## src/rtl/sparse_pe_pkg.sv

```systemverilog
// Shared types and default parameters for the sparse processing-element cell.
package sparse_pe_pkg;

  localparam int DEF_DATA_WIDTH  = 8;
  localparam int DEF_BLOCK_WIDTH = 4;
  localparam int DEF_ACC_WIDTH   = 32;
  localparam int DEF_SATURATE    = 1;

  typedef enum logic [1:0] {
    ST_IDLE,
    ST_SCAN,
    ST_DRAIN,
    ST_FWD
  } pe_state_e;

  // Index width for a lane/element select; never zero so a 1-wide block still gets a bit.
  function automatic int idx_width(input int n);
    return (n > 1) ? $clog2(n) : 1;
  endfunction

endpackage

```

## src/rtl/sparse_lead_one.sv

```systemverilog
// Lowest-set-bit encoder: picks the next nonzero element to process.
module sparse_lead_one #(
  parameter int BLOCK_WIDTH = 4,
  parameter int IDX_W       = 2
) (
  input  logic [BLOCK_WIDTH-1:0] mask,
  output logic [IDX_W-1:0]       idx,
  output logic                   any
);

  // Scan high to low so the lowest set bit is the last one written.
  always_comb begin
    idx = '0;
    any = 1'b0;
    for (int i = BLOCK_WIDTH - 1; i >= 0; i--) begin
      if (mask[i]) begin
        idx = IDX_W'(i);
        any = 1'b1;
      end
    end
  end

endmodule

```

## src/rtl/sparse_pe_cell.sv

```systemverilog
// Sparse multiply-accumulate cell: one nonzero activation per cycle into
// per-lane accumulators, with a pass-through path for a neighbour's result.
//
// state    | meaning
// ---------+-----------------------------------------------------------
// ST_IDLE  | ready for a beat; takes a chain result when no beat offered
// ST_SCAN  | one set mask bit consumed per cycle into its lane
// ST_DRAIN | local accumulators presented; cleared on handshake
// ST_FWD   | registered neighbour result presented; accumulators kept
module sparse_pe_cell
  import sparse_pe_pkg::*;
#(
  parameter int DATA_WIDTH  = DEF_DATA_WIDTH,
  parameter int BLOCK_WIDTH = DEF_BLOCK_WIDTH,
  parameter int ACC_WIDTH   = DEF_ACC_WIDTH,
  parameter int SATURATE    = DEF_SATURATE
) (
  input  logic                              Clk,
  input  logic                              rst,
  input  logic                              in_valid,
  output logic                              in_ready,
  input  logic [BLOCK_WIDTH*DATA_WIDTH-1:0] in_act,
  input  logic [BLOCK_WIDTH-1:0]            in_mask,
  input  logic [DATA_WIDTH-1:0]             in_weight,
  input  logic                              in_last,
  input  logic                              Direction,
  input  logic                              chain_valid,
  output logic                              chain_ready,
  input  logic [BLOCK_WIDTH*ACC_WIDTH-1:0]  chain_in,
  output logic                              out_valid,
  input  logic                              out_ready,
  output logic [BLOCK_WIDTH*ACC_WIDTH-1:0]  out_data,
  output logic                              out_src,
  output logic                              out_ovf
);

  localparam int IDX_W = idx_width(BLOCK_WIDTH);

  pe_state_e state, state_nxt;

  logic [BLOCK_WIDTH*DATA_WIDTH-1:0] act_q;
  logic [BLOCK_WIDTH-1:0]            mask_q;
  logic signed [DATA_WIDTH-1:0]      weight_q;
  logic                              last_q;
  logic                              dir_q;
  logic [BLOCK_WIDTH*ACC_WIDTH-1:0]  chain_q;
  logic signed [ACC_WIDTH-1:0]       acc [BLOCK_WIDTH];
  logic                              ovf_q;

  logic [IDX_W-1:0]                sel_idx;
  logic                            sel_any;
  logic [IDX_W-1:0]                sel_lane;
  logic signed [DATA_WIDTH-1:0]    sel_act;
  logic signed [2*DATA_WIDTH-1:0]  prod;
  logic signed [ACC_WIDTH-1:0]     acc_sel;
  logic signed [ACC_WIDTH:0]       sum_wide;
  logic signed [ACC_WIDTH-1:0]     sum_acc;
  logic                            sum_ovf;
  logic [BLOCK_WIDTH-1:0]          mask_clr;
  logic                            accept;
  logic                            take_chain;

  assign accept     = (state == ST_IDLE) && in_valid;
  assign take_chain = (state == ST_IDLE) && !in_valid && chain_valid;

  sparse_lead_one #(
    .BLOCK_WIDTH(BLOCK_WIDTH),
    .IDX_W      (IDX_W)
  ) u_lead_one (
    .mask(mask_q),
    .idx (sel_idx),
    .any (sel_any)
  );

  // Multiply the selected element, add into its lane with one guard bit, clamp or wrap.
  always_comb begin
    sel_act = '0;
    for (int i = 0; i < BLOCK_WIDTH; i++) begin
      if (IDX_W'(i) == sel_idx) sel_act = act_q[i*DATA_WIDTH +: DATA_WIDTH];
    end
    sel_lane = dir_q ? (IDX_W'(BLOCK_WIDTH - 1) - sel_idx) : sel_idx;
    prod     = sel_act * weight_q;
    acc_sel  = acc[sel_lane];
    sum_wide = {acc_sel[ACC_WIDTH-1], acc_sel}
             + {{(ACC_WIDTH + 1 - 2*DATA_WIDTH){prod[2*DATA_WIDTH-1]}}, prod};
    sum_ovf  = sum_wide[ACC_WIDTH] ^ sum_wide[ACC_WIDTH-1];
    if (sum_ovf && (SATURATE != 0))
      sum_acc = sum_wide[ACC_WIDTH] ? {1'b1, {(ACC_WIDTH-1){1'b0}}}
                                    : {1'b0, {(ACC_WIDTH-1){1'b1}}};
    else
      sum_acc = sum_wide[ACC_WIDTH-1:0];
    mask_clr = mask_q & ~(BLOCK_WIDTH'(1) << sel_idx);
  end

  // Next-state and handshake/output decode.
  always_comb begin
    state_nxt   = state;
    in_ready    = 1'b0;
    chain_ready = 1'b0;
    out_valid   = 1'b0;
    out_src     = 1'b0;
    out_ovf     = 1'b0;
    out_data    = '0;
    for (int k = 0; k < BLOCK_WIDTH; k++) begin
      out_data[k*ACC_WIDTH +: ACC_WIDTH] = acc[k];
    end
    unique case (state)
      ST_IDLE: begin
        in_ready    = 1'b1;
        chain_ready = !in_valid;
        out_ovf     = ovf_q;
        if (in_valid) begin
          if (in_mask != '0)  state_nxt = ST_SCAN;
          else if (in_last)   state_nxt = ST_DRAIN;
        end else if (chain_valid) begin
          state_nxt = ST_FWD;
        end
      end
      ST_SCAN: begin
        out_ovf = ovf_q;
        if (mask_clr == '0) state_nxt = last_q ? ST_DRAIN : ST_IDLE;
      end
      ST_DRAIN: begin
        out_valid = 1'b1;
        out_ovf   = ovf_q;
        if (out_ready) state_nxt = ST_IDLE;
      end
      ST_FWD: begin
        out_valid = 1'b1;
        out_src   = 1'b1;
        out_data  = chain_q;
        if (out_ready) state_nxt = ST_IDLE;
      end
      default: state_nxt = ST_IDLE;
    endcase
  end

  // State register.
  always_ff @(posedge Clk or negedge rst) begin
    if (!rst) state <= ST_IDLE;
    else      state <= state_nxt;
  end

  // Beat capture; the mask doubles as the SCAN work list.
  always_ff @(posedge Clk or negedge rst) begin
    if (!rst) begin
      act_q    <= '0;
      mask_q   <= '0;
      weight_q <= '0;
      last_q   <= 1'b0;
      dir_q    <= 1'b0;
    end else if (accept) begin
      act_q    <= in_act;
      mask_q   <= in_mask;
      weight_q <= in_weight;
      last_q   <= in_last;
      dir_q    <= Direction;
    end else if (state == ST_SCAN) begin
      mask_q <= mask_clr;
    end
  end

  // Neighbour result register, loaded only when the chain handshake wins.
  always_ff @(posedge Clk or negedge rst) begin
    if (!rst)            chain_q <= '0;
    else if (take_chain) chain_q <= chain_in;
  end

  // Lane accumulators and sticky overflow, cleared when a local result is consumed.
  always_ff @(posedge Clk or negedge rst) begin
    if (!rst) begin
      for (int k = 0; k < BLOCK_WIDTH; k++) acc[k] <= '0;
      ovf_q <= 1'b0;
    end else if (state == ST_DRAIN && out_ready) begin
      for (int k = 0; k < BLOCK_WIDTH; k++) acc[k] <= '0;
      ovf_q <= 1'b0;
    end else if (state == ST_SCAN && sel_any) begin
      for (int k = 0; k < BLOCK_WIDTH; k++) begin
        if (IDX_W'(k) == sel_lane) acc[k] <= sum_acc;
      end
      if (sum_ovf) ovf_q <= 1'b1;
    end
  end

endmodule

```

## config.mk

```make
export PLATFORM = sky130hd
export DESIGN_NAME = sparse_pe_cell
export DESIGN_NICKNAME = d
export VERILOG_FILES = /design/src/rtl/sparse_pe_pkg.sv /design/src/rtl/sparse_lead_one.sv /design/src/rtl/sparse_pe_cell.sv
export SDC_FILE = /design/constraint.sdc
export NUM_CORES = 1
export LEC_CHECK = 0
export CAP_MARGIN = 20
export CELL_PAD_IN_SITES_DETAIL_PLACEMENT = 1
export CELL_PAD_IN_SITES_GLOBAL_PLACEMENT = 2
export CORE_MARGIN = 2
export CORE_UTILIZATION = 30
export DETAILED_ROUTE_END_ITERATION = 16
export HOLD_SLACK_MARGIN = 0.08
export PLACE_DENSITY = 0.71
export REMOVE_ABC_BUFFERS = 1
export SLEW_MARGIN = 15
export SYNTH_ARGS = -nofsm -noshare
export SYNTH_HDL_FRONTEND = slang
export SYNTH_SLANG_ARGS = --single-unit
```

## constraint.sdc

```tcl
create_clock -name Clk -period 8.28 [get_ports Clk]
set_input_delay 0.828 -clock Clk [delete_from_list [all_inputs] [get_ports Clk]]
set_output_delay 0.828 -clock Clk [all_outputs]
set_load 0.01 [all_outputs]
```

Yosys cells after proc, flatten, opt, wreduce, memory -nomap -nowiden
Index checks and enable logic that the tools add are counted.

Output and inout bits: 133. Register bits after elaboration: 305. Logic and storage cells: 103.

Bitwise logic cells: 4. Multiply operators: 1. Mux-type cells: 43. $add $sub $neg: 2. Shift-type cells: 1. Order comparisons: 1. Reductions and logical operators: 26. Eq/ne operators: 13.

Operators by type and width (number): 128-bit two-way mux (3); 32-bit two-way mux (8); 32-bit binary-select mux with 2-bit select (1); 32-bit by 16-bit adder with 33-bit output (1); 8-bit two-way mux (4); 2-bit two-way mux (12); 8-bit by 8-bit multiplier with 16-bit output (1); 2-bit nonzero test (7); 1-bit two-way mux (12); 2-bit AND reduction (5); 2-bit equality test (first input constant) (4); 4-bit two-way mux (2); 2-bit logical NOT (3); 2-bit case mux with 3 select lines (1); 1-bit logical AND (5); 4-bit bitwise AND (1); 1-bit by 2-bit equality test with 1-bit output (first input constant) (2); 2-bit equality test (second input constant) (2); 4-bit logical NOT (1); 4-bit by 3-bit inequality test with 1-bit output (second input constant) (1); 4-bit NOT (1); 4-bit AND reduction (1); 4-bit nonzero test (1); 1-bit by 2-bit << shifter with 4-bit output (first input constant) (1); 11 further kinds (11).

Depth between registers and ports, before layout
Word-level depth: 16. Gate-level depth with buffers: 31. Depth with buffers taken out: 28.

Hierarchy
From an unflattened synthesis, not the netlist that was laid out.

Cells, all modules: 1763. Area total of the unflattened synthesis: 20278.2 um^2.

Modules (own cells, without submodules): sparse_pe_cell (area an instance 20243.2 um^2, times used 1, cells an instance 1756, sequential area each 7632.3 um^2); sparse_lead_one (area an instance 35.0 um^2, times used 1, cells an instance 7, sequential area each 0.0 um^2).

Least setup slack after synthesis
OpenSTA, ideal clock, no wires.

Kind: flip-flop to flip-flop. From: register mask_q[2]. To: register acc[19] in the netlist's numbering. Stages on the path, launching flop included: 24. Clock period less this slack: 7.599 ns. Path slack: 0.681 ns. Buffers on the path: 2. Library setup time: 0.125 ns. Arrival: 7.474 ns. Path through: dfrtp_1 or2_2 o21bai_1 a21oi_1 nor2_1 nand2_1 fa_1 inv_1 fa_1 fa_1 fa_1 ha_1 ha_1 clkbuf_1 inv_1 or3_1 or3_1 o22ai_1 mux2i_1 nand2_2 o21ai_4 buf_4 a21oi_2 mux2_2.

Longest elaborated chain between the ends: 15. Elaborated cells on any way between the ends: 33. Classes of those cells: add/sub: 2; mul: 1; eq/ne: 4; mux: 19; bitwise: 2; reduce/logical: 5.

Ends and longest elaborated chain: start: declaration (line sparse_pe_cell.sv:42) `logic [BLOCK_WIDTH-1:0] mask_q;`; start signal: assignment (line sparse_pe_cell.sv:154) `mask_q <= in_mask;`; start signal: assignment (line sparse_pe_cell.sv:159) `mask_q <= mask_clr;`; 2-bit two-way mux (3 in a row) (line sparse_lead_one.sv:16) `if (mask[i]) begin`; 2-bit logical NOT or 2-bit subtractor (tied branches) (line sparse_pe_cell.sv:79, sparse_pe_cell.sv:81); 8-bit two-way mux or 2-bit two-way mux (tied branches) (line sparse_pe_cell.sv:79, sparse_pe_cell.sv:81); 8-bit two-way mux or 2-bit NOT with 3-bit output (tied branches) (line sparse_pe_cell.sv:79, sparse_pe_cell.sv:83); 8-bit two-way mux or 32-bit binary-select mux with 2-bit select (tied branches) (line sparse_pe_cell.sv:79, sparse_pe_cell.sv:83); 8-bit two-way mux or 32-bit two-way mux (tied branches) (line sparse_pe_cell.sv:79, sparse_pe_cell.sv:83); 8-bit by 8-bit multiplier with 16-bit output or 32-bit two-way mux (tied branches) (line sparse_pe_cell.sv:82, sparse_pe_cell.sv:83); 32-bit by 16-bit adder with 33-bit output (line sparse_pe_cell.sv:85) `+ {{(ACC_WIDTH + 1 - 2*DATA_WIDTH){prod[2*DATA_WIDTH-1]}}, prod};`; 32-bit two-way mux or 1-bit bitwise XOR (tied branches) (line sparse_pe_cell.sv:88, sparse_pe_cell.sv:86); 32-bit two-way mux (line sparse_pe_cell.sv:87) `if (sum_ovf && (SATURATE != 0))`; 32-bit two-way mux (line sparse_pe_cell.sv:179) `if (IDX_W'(k) == sel_lane) acc[k] <= sum_acc;`; 128-bit two-way mux (line sparse_pe_cell.sv:177) `end else if (state == ST_SCAN && sel_any) begin`; 128-bit two-way mux (line sparse_pe_cell.sv:174) `end else if (state == ST_DRAIN && out_ready) begin`; end signal: indexed assignment (line sparse_pe_cell.sv:179); end: declaration (line sparse_pe_cell.sv:47) `logic signed [ACC_WIDTH-1:0] acc [BLOCK_WIDTH];`.

Parallel ways exist; a longest one is shown, timed or not. The select of a mux whose other input is x is not followed. A chain may end at the register's enable or synchronous reset.

Worst setup path after layout
From: register mask_q[3]. To: register acc[62] in the netlist's numbering.

Longest elaborated chain between the ends: 16. Elaborated cells on any way between the ends: 35. Classes of those cells: add/sub: 2; mul: 1; eq/ne: 4; mux: 21; bitwise: 2; reduce/logical: 5.

Ends and longest elaborated chain (line): 2-bit two-way mux (4 in a row) (sparse_lead_one.sv:16); 2-bit logical NOT or 2-bit subtractor (tied branches) (sparse_pe_cell.sv:79, sparse_pe_cell.sv:81); 8-bit two-way mux or 2-bit two-way mux (tied branches) (sparse_pe_cell.sv:79, sparse_pe_cell.sv:81); 8-bit two-way mux or 2-bit NOT with 3-bit output (tied branches) (sparse_pe_cell.sv:79, sparse_pe_cell.sv:83); 8-bit two-way mux or 32-bit binary-select mux with 2-bit select (tied branches) (sparse_pe_cell.sv:79, sparse_pe_cell.sv:83); 8-bit two-way mux or 32-bit two-way mux (tied branches) (sparse_pe_cell.sv:79, sparse_pe_cell.sv:83); 8-bit by 8-bit multiplier with 16-bit output or 32-bit two-way mux (tied branches) (sparse_pe_cell.sv:82, sparse_pe_cell.sv:83); 32-bit by 16-bit adder with 33-bit output (sparse_pe_cell.sv:85); 32-bit two-way mux or 1-bit bitwise XOR (tied branches) (sparse_pe_cell.sv:88, sparse_pe_cell.sv:86); 32-bit two-way mux (sparse_pe_cell.sv:87); 32-bit two-way mux (sparse_pe_cell.sv:179); 128-bit two-way mux (sparse_pe_cell.sv:177); 128-bit two-way mux (sparse_pe_cell.sv:174).

Parallel ways exist; a longest one is shown, timed or not. The select of a mux whose other input is x is not followed.

==> results_tabular.tex <==
\begin{tabular}{lr}
\hline
Metric & Value \\
\hline
\multicolumn{2}{l}{\textbf{Status}} \\
Outcome & complete, no violations \\
\multicolumn{2}{l}{\textbf{STA}} \\
Max-Slew Margin vs Limit & between 30\% and 40\% \\
Setup repair after global routing missed its margin & no \\
Final setup violation count & 0 \\
Clock tree skew after final layout & 0.0150 ns \\
Final Worst Setup Slack & 0.600 ns \\
Count of pins over their slew limit & 0 \\
Shortest period the worst path allows & slightly below 8 ns \\
Final worst path period share & 92.8\% \\
Hold violation count in the final report & 0 \\
Highest Clock Rate & $\sim$130 MHz \\
Slew @ Worst Pin & 0.994 ns \\
\multicolumn{2}{l}{\textbf{Global route}} \\
Overall fraction of global-route tracks in use & approximately 18\% \\
Remaining global-route overflow & 0 \\
Initial antenna violation count & 5 \\
Largest net degree at the start of global routing & 148 \\
Global-route wire length before repair & about 97 mm \\
Vias in the first global route & around 16000 \\
\multicolumn{2}{l}{\textbf{Clocking}} \\
Clock slew at reported path FFs & $\sim$0.060 ns \\
CTS H-tree lvls & 2 \\
Number of setup buffers added after CTS & 0 \\
Root Buffer & sky130\_fd\_sc\_hd\_\_clkbuf\_16 \\
Buffers from clock root to sink, at most & 3 \\
Clock tree from TritonCTS & done \\
Latest clock arrival within the worst-skew pair & 0.57 ns \\
Inserted Clock Buffers & 40 \\
Number of clock sinks & 305 \\
\multicolumn{2}{l}{\textbf{Final layout}} \\
Area growth from synthesis to layout & 27.5\% \\
Non-filler cells, final & between 2000 and 3000 \\
Final core utilization & 38.5\% \\
Net count, final & 2373 \\
Post-layout instance area & 0.0258 mm2 \\
Proportion of layout cells with a drive suffix above 1 & 27.1\% \\
\multicolumn{2}{l}{\textbf{Setup path}} \\
Crit end category & flop \\
Arrival time reported for the critical path endpoint & 8.13 ns \\
Worst flop-to-flop path endpoint & acc[62]\$\_DFFE\_PN0P\_ \\
Startpoint type of the worst setup path & flop \\
Reg-to-reg setup timing slack & 0.60 ns \\
Biggest fanout along the worst timing path & 17 \\
End point of the critical path & acc[62]\$\_DFFE\_PN0P\_ \\
Worst Setup Path Type & flop to flop \\
Required time of the critical path & about 8.7 ns \\
Origin of the worst setup path & mask\_q[3]\$\_DFFE\_PN0P\_ \\
R2r worst-path depth & 26 \\
Launch point of the worst reg-to-reg path & mask\_q[3]\$\_DFFE\_PN0P\_ \\
\multicolumn{2}{l}{\textbf{Route}} \\
Detailed Routing Iterations Pass 1 & 4 \\
Count of nets left with antenna violations after detail routing & 0 \\
WL final & roughly 62 mm \\
Vias & approximately 14000 \\
Detailed Route Iter0 Violations & 596 \\
Wire length per cell & 21.4 um \\
Number of design rule violations left after detail routing & 0 \\
Via-to-Cell Ratio & slightly below 5 \\
\multicolumn{2}{l}{\textbf{Run}} \\
Number of max-cap violations & 0 \\
\multicolumn{2}{l}{\textbf{Synth}} \\
Yosys warning total & 0 \\
Most used flip-flop cell after synthesis & sky130\_fd\_sc\_hd\_\_dfrtp\_1 \\
Sequential-to-total area share from yosys stat & 37.7\% \\
Post-Synth XOR/XNOR Area & roughly 1.5\% \\
Post-synthesis sequential element count & around 300 \\
Fraction of synthesis flops using an asynchronous set or reset pin & 100\% \\
Distinct cells, synth & 68 \\
EDFF count, synth & 0 \\
Adder-cell area share of the yosys netlist & 18.4\% \\
Average footprint of a synthesized cell & 12.1 um2 \\
Area share of and/or/nand/nor cells after synthesis & under 10\% \\
Dominant combinational cell family by area after synthesis & multiplexers \\
Mux share of post-synthesis cell area & between 20\% and 30\% \\
Mapped Area & 0.0203 mm2 \\
Synthesized instance count & 1672 \\
Compound-gate portion of the synthesized area & 7.23\% \\
\multicolumn{2}{l}{\textbf{Floorplan}} \\
Die H & around 260 um \\
Starting utilization of the core area & 30.2\% \\
Core box area & between 0.06 and 0.07 mm2 \\
Ports placed on the boundary & 312 \\
Die area & 0.0696 mm2 \\
Die Width & 264 um \\
Row count & 95 \\
\multicolumn{2}{l}{\textbf{Placed design}} \\
Routability congestion estimate from global placement & 0.825 \\
Estimated wirelength of the detail-placed design & 46.7 mm \\
IO buf count & 311 \\
Post-Place Cell Area & 0.0245 mm2 \\
Count of placed standard cells including taps & 2813 \\
Pre-CTS setup slack & 0.542 ns \\
\multicolumn{2}{l}{\textbf{Hold path}} \\
Class of the tightest hold or removal check & input pin to asynchronous set/reset pin \\
\hline
\end{tabular}
metrics by stage:
| stage | setup TNS (ns) | hold slack [ns] |
|---|---|---|
| after floorplan | -113.88 | 0.461 |
| after global placement | 0 | 0.484 |
| after detailed placement | 0 | 0.490 |
| after CTS | 0 | 0.303 |
| after global routing | 0 | 0.319 |
| final | 0 | 0.274 |
synthesized netlist by cell type, types with 3 or more instances:
cell | instances | share of area (%)
sky130_fd_sc_hd__a21oi_2 | 18 | 0.78
sky130_fd_sc_hd__nand4_1 | 6 | 0.19
sky130_fd_sc_hd__mux2_2 | 373 | 21
sky130_fd_sc_hd__a211oi_1 | 11 | 0.41
sky130_fd_sc_hd__a21oi_1 | 60 | 1.5
sky130_fd_sc_hd__o21ai_1 | 26 | 0.64
sky130_fd_sc_hd__clkbuf_1 | 55 | 1.0
sky130_fd_sc_hd__nand3_1 | 10 | 0.25
sky130_fd_sc_hd__mux2_1 | 4 | 0.22
sky130_fd_sc_hd__mux4_2 | 32 | 3.6
sky130_fd_sc_hd__xor2_1 | 11 | 0.48
sky130_fd_sc_hd__o21bai_4 | 5 | 0.46
sky130_fd_sc_hd__or2_2 | 3 | 0.093
sky130_fd_sc_hd__buf_6 | 4 | 0.22
sky130_fd_sc_hd__o31ai_1 | 5 | 0.19
sky130_fd_sc_hd__a31oi_1 | 3 | 0.093
sky130_fd_sc_hd__nor2b_1 | 3 | 0.093
sky130_fd_sc_hd__and3_1 | 6 | 0.19
sky130_fd_sc_hd__xnor2_1 | 19 | 0.82
sky130_fd_sc_hd__buf_2 | 5 | 0.12
sky130_fd_sc_hd__a211o_1 | 3 | 0.13
sky130_fd_sc_hd__a21o_1 | 12 | 0.44
sky130_fd_sc_hd__nand2b_1 | 9 | 0.28
sky130_fd_sc_hd__nand2_1 | 91 | 1.7
sky130_fd_sc_hd__ha_1 | 72 | 4.4
sky130_fd_sc_hd__and2_1 | 38 | 1.2
sky130_fd_sc_hd__nor3_1 | 5 | 0.12
sky130_fd_sc_hd__o21bai_1 | 6 | 0.22
sky130_fd_sc_hd__inv_1 | 156 | 2.9
sky130_fd_sc_hd__buf_4 | 3 | 0.11
sky130_fd_sc_hd__dfrtp_1 | 305 | 38
sky130_fd_sc_hd__nor2_1 | 77 | 1.4
sky130_fd_sc_hd__o21a_1 | 3 | 0.11
sky130_fd_sc_hd__a22o_1 | 13 | 0.56
sky130_fd_sc_hd__buf_1 | 11 | 0.20
sky130_fd_sc_hd__o21ai_0 | 22 | 0.54
sky130_fd_sc_hd__o211ai_1 | 5 | 0.19
sky130_fd_sc_hd__nor4_1 | 3 | 0.093
sky130_fd_sc_hd__fa_1 | 140 | 14
worst min-delay path by stage:
stage | slack [ns] | cells past startpoint | endpoint
2_1_floorplan | 0.46 | 2 | acc[114]$_DFFE_PN0P_
3_3_place_gp | 0.48 | 1 | chain_q[108]$_DFFE_PN0P_
3_5_place_dp | 0.49 | 1 | chain_q[78]$_DFFE_PN0P_
4_1_cts | 0.30 | 1 | chain_q[94]$_DFFE_PN0P_
5_1_grt | 0.32 | 1 | chain_q[94]$_DFFE_PN0P_
6_report | 0.27 | 1 | chain_q[94]$_DFFE_PN0P_
sequential cells by signal, indices dropped and copies added, names as in the netlist:
| register | count |
|---|---|
| dir_q | 1 |
| ovf_q | 1 |
| state | 2 |
| act_q | 32 |
| mask_q | 4 |
| acc | 128 |
| chain_q | 128 |
| last_q | 1 |
| weight_q | 8 |
cells by family (layout without fill, tap and decap cells):
group,Yosys count,count (layout)
buffers and inverters,235,571
adder cells (fa/ha/maj),214,214
XOR/XNOR,32,32
flip-flops,305,305
multiplexers,411,411
other,0,3
AO/OA/AOI/OAI,212,212
AND/OR/NAND/NOR,263,263
critical path, cell delays in order, from the launching register on:
cell	delay (ns)
sky130_fd_sc_hd__dfrtp_1	0.39
sky130_fd_sc_hd__nor2b_1	0.28
sky130_fd_sc_hd__a21oi_1	0.07
sky130_fd_sc_hd__nor2_1	0.10
sky130_fd_sc_hd__a21oi_1	0.05
sky130_fd_sc_hd__nor2_1	0.12
sky130_fd_sc_hd__a21oi_1	0.06
sky130_fd_sc_hd__nor2_1	0.11
sky130_fd_sc_hd__buf_4	0.16
sky130_fd_sc_hd__nand2_1	0.15
sky130_fd_sc_hd__fa_1	0.66
sky130_fd_sc_hd__fa_1	0.67
sky130_fd_sc_hd__clkinvlp_4	0.40
sky130_fd_sc_hd__fa_1	0.65
sky130_fd_sc_hd__fa_1	0.42
sky130_fd_sc_hd__ha_1	0.30
sky130_fd_sc_hd__ha_1	0.42
sky130_fd_sc_hd__nand4_2	0.20
sky130_fd_sc_hd__or3_1	0.37
sky130_fd_sc_hd__or3_1	0.38
sky130_fd_sc_hd__o22ai_1	0.15
sky130_fd_sc_hd__mux2i_1	0.24
sky130_fd_sc_hd__nand2_2	0.16
sky130_fd_sc_hd__nand2_2	0.24
sky130_fd_sc_hd__buf_4	0.36
sky130_fd_sc_hd__a21oi_2	0.14
sky130_fd_sc_hd__mux2_2	0.30
layout make-up:
cell class / instances / area, um2
fill: 7200 / 41200
multi-input combinational: 1132 / 11700
sequential: 305 / 7630
timing repair buffer: 346 / 3440
clock buffer: 54 / 1130
tap: 873 / 1090
inverter: 157 / 593
clock inverter: 14 / 191
antenna: 3 / 7.51
per-layer routing:
| layer | track usage [%] | part of all wire (%) | vias up |
|---|---|---|---|
| li1 | - | - | 6379 |
| met1 | 23.7 | 44 | 7224 |
| met2 | 30.2 | 48 | 255 |
| met3 | 3.52 | 4.6 | 67 |
| met4 | 5.01 | 2.4 | 0 |
| met5 | 0 | 0 | - |
what timing repair did:
action,CTS,global route
endpoints found under the setup margin,0,1
gates resized for setup,0,1
hold buffers,0,0
layout by cell type, fill, tap and decap left out, types with 4 or more instances in the layout:
master / count
sky130_fd_sc_hd__clkbuf_16: 40
sky130_fd_sc_hd__xor2_1: 10
sky130_fd_sc_hd__o31ai_1: 5
sky130_fd_sc_hd__clkinv_2: 4
sky130_fd_sc_hd__clkbuf_1: 6
sky130_fd_sc_hd__nand4_1: 6
sky130_fd_sc_hd__inv_1: 155
sky130_fd_sc_hd__nand2_1: 91
sky130_fd_sc_hd__fa_1: 140
sky130_fd_sc_hd__a21oi_2: 18
sky130_fd_sc_hd__a211oi_1: 11
sky130_fd_sc_hd__o21bai_1: 6
sky130_fd_sc_hd__clkdlybuf4s50_1: 310
sky130_fd_sc_hd__mux2_1: 4
sky130_fd_sc_hd__a21oi_1: 60
sky130_fd_sc_hd__o211ai_1: 5
sky130_fd_sc_hd__and2_1: 35
sky130_fd_sc_hd__xnor2_1: 18
sky130_fd_sc_hd__o21ai_1: 26
sky130_fd_sc_hd__buf_4: 30
sky130_fd_sc_hd__o21ai_0: 22
sky130_fd_sc_hd__a21o_1: 12
sky130_fd_sc_hd__dfrtp_1: 305
sky130_fd_sc_hd__mux4_2: 32
sky130_fd_sc_hd__buf_12: 5
sky130_fd_sc_hd__mux2_2: 373
sky130_fd_sc_hd__ha_1: 72
sky130_fd_sc_hd__and3_1: 6
sky130_fd_sc_hd__nor3_1: 5
sky130_fd_sc_hd__o21bai_4: 5
sky130_fd_sc_hd__nand3_1: 10
sky130_fd_sc_hd__nor2_1: 77
sky130_fd_sc_hd__clkbuf_8: 8
sky130_fd_sc_hd__nand2b_1: 9
sky130_fd_sc_hd__a22o_1: 13
Power is left out: the tool's default activity adds up to more than one toggle a clock period on the data nets, which glitch-free logic cannot reach.
